`src/rtl/seg_pkg.sv`:
```
// Shared constants for the 4-digit multiplexed 7-segment scanner.
// All segment codes are active-low; bit 7 is the decimal point.
package seg_pkg;
    localparam int unsigned NUM_DIGITS = 4;
    localparam int unsigned PTR_W      = $clog2(NUM_DIGITS);
    localparam int unsigned FRAME_W    = NUM_DIGITS * 8;

    localparam logic [7:0]         SEG_OFF   = 8'hFF;
    localparam logic [3:0]         DIG_OFF   = 4'hF;
    localparam logic [FRAME_W-1:0] FRAME_OFF = {NUM_DIGITS{SEG_OFF}};

    localparam logic [7:0] GLYPH_0 = 8'hC0;
    localparam logic [7:0] GLYPH_1 = 8'hF9;
    localparam logic [7:0] GLYPH_2 = 8'hA4;
    localparam logic [7:0] GLYPH_3 = 8'hB0;
    localparam logic [7:0] GLYPH_4 = 8'h99;
    localparam logic [7:0] GLYPH_5 = 8'h92;
    localparam logic [7:0] GLYPH_6 = 8'h82;
    localparam logic [7:0] GLYPH_7 = 8'hF8;
    localparam logic [7:0] GLYPH_8 = 8'h80;
    localparam logic [7:0] GLYPH_9 = 8'h90;

    localparam logic [7:0] GLYPH_U = 8'hC1;
    localparam logic [7:0] GLYPH_P = 8'h8C;
    localparam logic [7:0] GLYPH_D = 8'hA1;
    localparam logic [7:0] GLYPH_O = 8'hA3;
    localparam logic [7:0] GLYPH_L = 8'hC7;
    localparam logic [7:0] GLYPH_E = 8'h86;
    localparam logic [7:0] GLYPH_R = 8'hAF;
    localparam logic [7:0] GLYPH_I = 8'hCF;
    localparam logic [7:0] GLYPH_S = 8'h92;

    function automatic logic [7:0] digit_glyph(input logic [3:0] d);
        logic [7:0] g;
        g = SEG_OFF;
        case (d)
            4'd0: g = GLYPH_0;
            4'd1: g = GLYPH_1;
            4'd2: g = GLYPH_2;
            4'd3: g = GLYPH_3;
            4'd4: g = GLYPH_4;
            4'd5: g = GLYPH_5;
            4'd6: g = GLYPH_6;
            4'd7: g = GLYPH_7;
            4'd8: g = GLYPH_8;
            4'd9: g = GLYPH_9;
            default: g = SEG_OFF;
        endcase
        return g;
    endfunction
endpackage

```
`src/rtl/seg_tick.sv`:
```
// Free-running prescaler: tick is high for one cycle every TICK_DIV cycles.
// Latency: first tick in the TICK_DIV-th cycle after reset release; no backpressure.
module seg_tick #(
    parameter int unsigned TICK_DIV = 4096
) (
    input  logic clk,
    input  logic rst_n,
    output logic tick
);
    localparam int unsigned      CNT_W = $clog2(TICK_DIV);
    localparam logic [CNT_W-1:0] LAST  = CNT_W'(TICK_DIV - 1);

    logic [CNT_W-1:0] cnt_q;
    logic [CNT_W-1:0] cnt_d;

    assign tick = (cnt_q == LAST);

    always_comb begin
        cnt_d = cnt_q + 1'b1;
        if (tick) begin
            cnt_d = '0;
        end
    end

    always_ff @(posedge clk) begin
        if (!rst_n) begin
            cnt_q <= '0;
        end else begin
            cnt_q <= cnt_d;
        end
    end
endmodule

```
`src/rtl/seg_scan_ctrl.sv`:
```
// Double-buffered 4-digit display scanner: frames land in pend, swap to active only at frame boundaries.
// Latency: seg registered one cycle after each tick; frm_ready = !pend_full, so one frame may wait at a time.
module seg_scan_ctrl #(
    parameter int unsigned TICK_DIV = 4096
) (
    input  logic        clk,
    input  logic        rst_n,
    input  logic        frm_valid,
    output logic        frm_ready,
    input  logic [31:0] frm_data,
    input  logic        blank,
    output logic [11:0] seg,
    output logic        frame_done
);
    import seg_pkg::*;

    logic tick;

    seg_tick #(.TICK_DIV(TICK_DIV)) u_tick (
        .clk   (clk),
        .rst_n (rst_n),
        .tick  (tick)
    );

    logic [PTR_W-1:0]   ptr_q, ptr_d;
    logic [FRAME_W-1:0] pend_q, pend_d;
    logic [FRAME_W-1:0] act_q, act_d;
    logic               pend_full_q, pend_full_d;
    logic [11:0]        seg_q, seg_d;
    logic               frame_done_q, frame_done_d;
    logic               boundary;
    logic               xfer;

    assign frm_ready  = rst_n & ~pend_full_q;
    assign xfer       = frm_valid & frm_ready;
    assign boundary   = tick && (ptr_q == PTR_W'(NUM_DIGITS - 1));
    assign seg        = seg_q;
    assign frame_done = frame_done_q;

    always_comb begin
        ptr_d        = ptr_q;
        pend_d       = pend_q;
        act_d        = act_q;
        pend_full_d  = pend_full_q;
        seg_d        = seg_q;
        frame_done_d = boundary;

        if (tick) begin
            ptr_d = ptr_q + 1'b1;
            if (blank) begin
                seg_d = {DIG_OFF, SEG_OFF};
            end else begin
                seg_d = {~(4'b0001 << ptr_q), act_q[{ptr_q, 3'b000} +: 8]};
            end
        end

        // Swap only when the last digit has just been latched, so a frame is never torn.
        if (boundary && pend_full_q) begin
            act_d       = pend_q;
            pend_full_d = 1'b0;
        end

        // xfer implies pend was empty, so it cannot collide with the swap above.
        if (xfer) begin
            pend_d      = frm_data;
            pend_full_d = 1'b1;
        end
    end

    always_ff @(posedge clk) begin
        if (!rst_n) begin
            ptr_q        <= '0;
            pend_q       <= FRAME_OFF;
            act_q        <= FRAME_OFF;
            pend_full_q  <= 1'b0;
            seg_q        <= {DIG_OFF, SEG_OFF};
            frame_done_q <= 1'b0;
        end else begin
            ptr_q        <= ptr_d;
            pend_q       <= pend_d;
            act_q        <= act_d;
            pend_full_q  <= pend_full_d;
            seg_q        <= seg_d;
            frame_done_q <= frame_done_d;
        end
    end
endmodule

```
`config.mk`:
```
export PLATFORM = sky130hd
export DESIGN_NAME = seg_scan_ctrl
export DESIGN_NICKNAME = d
export VERILOG_FILES = /design/src/rtl/seg_pkg.sv /design/src/rtl/seg_tick.sv /design/src/rtl/seg_scan_ctrl.sv
export SDC_FILE = /design/constraint.sdc
export NUM_CORES = 1
export LEC_CHECK = 0
export CORE_AREA = 3 3 114 72
export DETAILED_ROUTE_END_ITERATION = 8
export DIE_AREA = 0 0 117 75
export HOLD_SLACK_MARGIN = 0.15
export PLACE_DENSITY = 0.79
export SYNTH_ARGS = -nofsm -noshare
export SYNTH_HDL_FRONTEND = slang
export SYNTH_SLANG_ARGS = --single-unit
```
`constraint.sdc`:
```
create_clock -name clk -period 2.15 [get_ports clk]
set_clock_uncertainty 0.2 [all_clocks]
set_input_delay 0.3225 -clock clk [delete_from_list [all_inputs] [get_ports clk]]
set_output_delay 0.3225 -clock clk [all_outputs]
set_load 0.005 [all_outputs]
```
=== Yosys cells after proc, flatten, opt, wreduce, memory -nomap -nowiden ===
Cells that the tools add are included.

* Memory bits (writable): 0
* Register bits: 92
* Bits in latches: 0
* Word-level logic and storage cells: 25
* Output and inout port bits: 14
* Memory bits (read-only): 0
* Memories: 0

* Equal/unequal tests: 2
* $add $sub $neg: 2
* Bitwise logic cells: 5
* Divide/modulo/power cells: 0
* $mul: 0
* Reductions and logical operators: 4
* Shifts and indexed selects: 2
* Muxes and demuxes: 3
* Order comparisons: 0

{| class="wikitable"
|+ Operators with widths
! kind !! count
|-
| indexed part select 32 x 6 -> 8 bit || 1
|-
| adder 12 x 1 -> 12 bit (second input constant) || 1
|-
| equality test 12 bit (second input constant) || 1
|-
| 2-to-1 mux 12 bit || 1
|-
| NOT 4 bit || 1
|-
| << shifter 1 x 2 -> 4 bit (first input constant) || 1
|-
| adder 2 x 1 -> 2 bit (second input constant) || 1
|-
| AND 1 bit || 2
|-
| equality test 2 bit (second input constant) || 1
|-
| logical AND 1 bit || 2
|-
| 2-to-1 mux 1 bit || 2
|-
| NOT 1 bit || 2
|-
| nonzero test 2 bit || 1
|-
| OR reduction 2 bit || 1
|}

=== Longest topological paths before layout ===
* Depth in word-level cells: 5
* Mapped depth: 8
* Depth with buffers taken out: 4

=== Cells and area by module ===
From an unflattened synthesis, not the netlist that was laid out.

* Cell total of the unflattened synthesis: 402
* Area total of the unflattened synthesis: 3719.8 sq um

{| class="wikitable"
|+ Modules (own cells, without submodules)
! module !! sequential area each (sq um) !! times used !! area each (sq um) !! cells an instance
|-
| seg_scan_ctrl || 1601.5 || 1 || 3163.0 || 339
|-
| seg_tick || 240.2 || 1 || 556.8 || 63
|}

=== Worst setup path before layout ===
OpenSTA, ideal clock, no wires.

* Path type: reg2reg
* Start: register u_tick.cnt_q[0]
* End: register act_q[12]
* Clock period less this slack: 1967 ps
* Setup slack: 183 ps
* Data arrival time: 1695 ps
* Cell stages (with the launch flop): 9
* Data required time: 1878 ps
* Path buffers: 4
* Cell sequence: dfxtp_1 > ha_1 > buf_2 > and4_1 > buf_4 > and4_1 > buf_6 > buf_8 > mux2i_1

* Longest elaborated chain between the ends: 3

{| class="wikitable"
|+ Ends and longest elaborated chain
! element !! RTL line !! source
|-
| start: declaration || seg_tick.sv:13 || <nowiki>logic [CNT_W-1:0] cnt_q;</nowiki>
|-
| start signal: assignment || seg_tick.sv:29 || <nowiki>cnt_q <= cnt_d;</nowiki>
|-
| equality test 12 bit || seg_tick.sv:16 || <nowiki>assign tick = (cnt_q == LAST);</nowiki>
|-
| logical AND 1 bit || seg_scan_ctrl.sv:36 || <nowiki>assign boundary = tick && (ptr_q == PTR_W'(NUM_DIGITS - 1));</nowiki>
|-
| logical AND 1 bit || seg_scan_ctrl.sv:58 || <nowiki>if (boundary && pend_full_q) begin</nowiki>
|-
| end signal: assignment || seg_scan_ctrl.sv:81 || <nowiki>act_q <= act_d;</nowiki>
|-
| end: declaration || seg_scan_ctrl.sv:27 || <nowiki>logic [FRAME_W-1:0] act_q, act_d;</nowiki>
|}

Every way passes these cells.
A chain may end at the register's enable or synchronous reset.

=== Worst setup path after layout ===
* Start: input rst_n
* End: output frm_ready

* Longest elaborated chain between the ends: 1

{| class="wikitable"
|+ Ends and longest elaborated chain
! element !! RTL line !! source
|-
| start: declaration || seg_scan_ctrl.sv:7 || <nowiki>input logic rst_n,</nowiki>
|-
| AND 1 bit || seg_scan_ctrl.sv:34 || <nowiki>assign frm_ready = rst_n & ~pend_full_q;</nowiki>
|-
| end: declaration || seg_scan_ctrl.sv:9 || <nowiki>output logic frm_ready,</nowiki>
|}

Every way passes these cells.

==> results.yml <==
global_route:
  antenna_found_initial: 0
  grt_overflow_total: 0
  grt_pass1_vias: 2825
  grt_max_degree: 33
  grt_pass1_wl_mm: 13.3
  grt_usage: 0.200
synthesis:
  syn-cell-area_um2: 3990
  async_flop_share: 0
  ys_seq_area_frac: 0.462
  syn_area_per_cell_um2: 9.98
  netlist_instances: 400
  synth_commonest_cells: "92 x dfxtp_1, 72 x nor2_1, 60 x mux2i_1"
  synth_seq_cells: 92
  yosys_warnings: 0
  yosysTopAreaCell: "dfxtp_1"
  synth_cell_types: 41
  yosysMostFrequentCell: "dfxtp_1"
  synth-edff-count: 0
  synth_ff_type: "dfxtp_1"
  syn-num-nets: 441
  ys_top_cells_by_area: "dfxtp_1 46%, mux2i_1 15%, nor2_1 6.8%"
  synth_top_area_frac: 0.462
job:
  cap_violations: 0
die:
  dieHeight_um: 75
  rows: 24
  io_pins: 50
  initial_utilization: 0.554
  design.core.area_um2: 7210
  die_w_um: 117
  dieArea_um2: 8780
drt:
  drt_iter0_drc: 273
  vias_per_cell: 5.50
  routed_wl_mm: 8.15
  detail_route.wl_per_cell_um: 14.8
  via_count: 3017
  drc: 0
  antenna_left: 0
  firstDrtPassIters: 5
sta:
  fmax_mhz: 472
  hold_viol_final: 0
  finalSetupViolCount: 0
  fin_crit_sh: 0.985
  rsz0062_at_grt: "no"
  min_period_ns: 2.12
  worst_slew_pin_slew_ns: 0.502
  maxSlewViolCount: 0
  slew_headroom: 0.663
  tns_ns: 0
setup_path:
  critical_path.max_fanout: 2
  reg2reg_slack_ns: 0.17
  worstPathArrival_ns: 1.60
  worstPathRequired_ns: 1.63
  rr_endpoint: "seg[0]"
  cp-start-kind: "input pin"
  r2r_start: "u_tick.cnt_q[1]"
  crit_path_end_kind: "output port"
  reg2reg_depth: 4
  worstSetupPathType: "in2out"
power_and_ir_drop:
  switching_share: 0.209
  clkPwrFrac: 0.442
  irDropWorstVdd_mv: 0.581
  power_frac_comb: 0.066
  p_per_area_nw_per_um2: 727
  seq_power_share: 0.492
  p_sw_mw: 0.751
  power.total_mw: 3.60
  internal_power_mw: 2.84
  leakage_nw: 1.98
final_layout:
  fill_cells: 567
  fin_util: 0.686
  area_growth_pct: 24.0
  multi_input_area_um2: 1890
  finalNetCount: 494
  layout-drive-gt1-share: 0.124
  seq_area_um2: 1840
  antenna_cells: 0
worst_hold_path:
  holdPathStages: 2
  holdPathEnd: "act_q[21]"
  hold_path_startpoint: "pend_q[21]"
  hp-class: "reg2reg"
clock_tree:
  cts_tree: "yes"
  cts_setup_buffers: 0
  numCtsBuffers: 9
  cts.clk_slew.worst_paths_ns: 0.07
  clock_path_buffers: 2
  cts.hold.buffers_added: 0
  ctsResizeCount: 0
  cts_root_buf: "clkbuf_16"
  cts.htree.levels: 3
  clock-sinks: 92
  insertion_delay_ns: 0.34
status:
  run_status: "complete, no violations"
placement:
  dp_hpwl_mm: 5.73
  io_buffers: 49
  place_congestion: 0.855
==> kinds of logic (layout without fill, tap and decap cells) <==
| group | after synthesis | after routing | synth area share |
|---|---|---|---|
| mux | 78 | 78 | 0.224 |
| flops | 92 | 92 | 0.462 |
| compound gates | 35 | 35 | 0.0596 |
| buf+inv | 57 | 115 | 0.0646 |
| xor+xnor | 3 | 3 | 0.00659 |
| fa+ha+maj | 5 | 5 | 0.0157 |
| simple gates | 130 | 130 | 0.168 |
==> stage by stage <==
| stage | worst slack (ns) | cell area, µm² | cells | hold WS, ns |
|---|---|---|---|---|
| 5_1_grt | 0.00381 | 4950 | 549 | 0.323 |
| 4_1_cts | 0.0312 | 4950 | 549 | 0.307 |
| 6_report | 0.0324 | 4950 | 549 | 0.298 |
| 3_3_place_gp | 0.0459 | 4640 | 533 | 0.281 |
| 3_5_place_dp | 0.0312 | 4640 | 533 | 0.292 |
| 2_1_floorplan | 0.183 | 3990 | 400 | 0.255 |
==> cell usage in the layout (no fill, tap or decap), drive strengths merged, types with 2 or more instances in the layout <==
cell type / n
clkdlybuf4s50: 49
mux2i: 60
nor2: 72
or4: 2
o41ai: 2
nor3b: 4
nand2: 10
clkinv: 2
nor4: 3
a21oi: 15
nand2b: 18
mux4: 8
nand4: 4
a41oi: 10
clkbuf: 12
o21ai: 5
nand3: 6
ha: 5
xor2: 2
buf: 18
dfxtp: 92
and4: 4
mux2: 10
or3: 3
inv: 32
==> power groups by stage <==
stage	logic (mW)	registers (mW)	clock network (mW)
after floorplan	0.120	1.81	0
after global placement	0.229	1.81	0
after detailed placement	0.236	1.81	0
after CTS	0.238	1.77	1.62
after global routing	0.260	1.77	1.69
final	0.236	1.77	1.59
==> worst max path at each step <==
stage,start,to,slack [ns],cells after the start
final,rst_n,frm_ready,0.03,3
after global routing,rst_n,frm_ready,0.004,3
after CTS,rst_n,frm_ready,0.03,3
after detailed placement,rst_n,frm_ready,0.03,3
after global placement,rst_n,frm_ready,0.05,3
after floorplan,u_tick.cnt_q[0],act_q[12],0.18,8
==> critical path, cell delays in order <==
cell and delay, ns:
clkdlybuf4s50_1 0.50, nor2b_1 0.22, clkdlybuf4s50_1 0.56
==> layer usage <==
layer  routed length [µm]  global-route usage  share of wire
met1                 3880               0.266           0.48
met2                 3680               0.307           0.45
met3                  463              0.0651          0.057
met4                  125              0.0763          0.015
met5                    0                   0              0
==> final cells by class <==
| cell class | count | share of cell area |
|---|---|---|
| clock inverters | 4 | 0.00961 |
| inverters | 32 | 0.0243 |
| well taps | 91 | 0.0230 |
| flip-flops and latches | 92 | 0.372 |
| multi-input cells | 251 | 0.382 |
| repair buffers | 67 | 0.137 |
| clock buffers | 12 | 0.0519 |
==> flip-flops by register name, summed over array words and instances (netlist names) <==
name / count
pend_full_q: 1
pend_q: 32
act_q: 32
ptr_q: 2
frame_done: 1
seg: 12
u_tick.cnt_q: 12
Note: power is estimated with default switching activity, not from simulation.
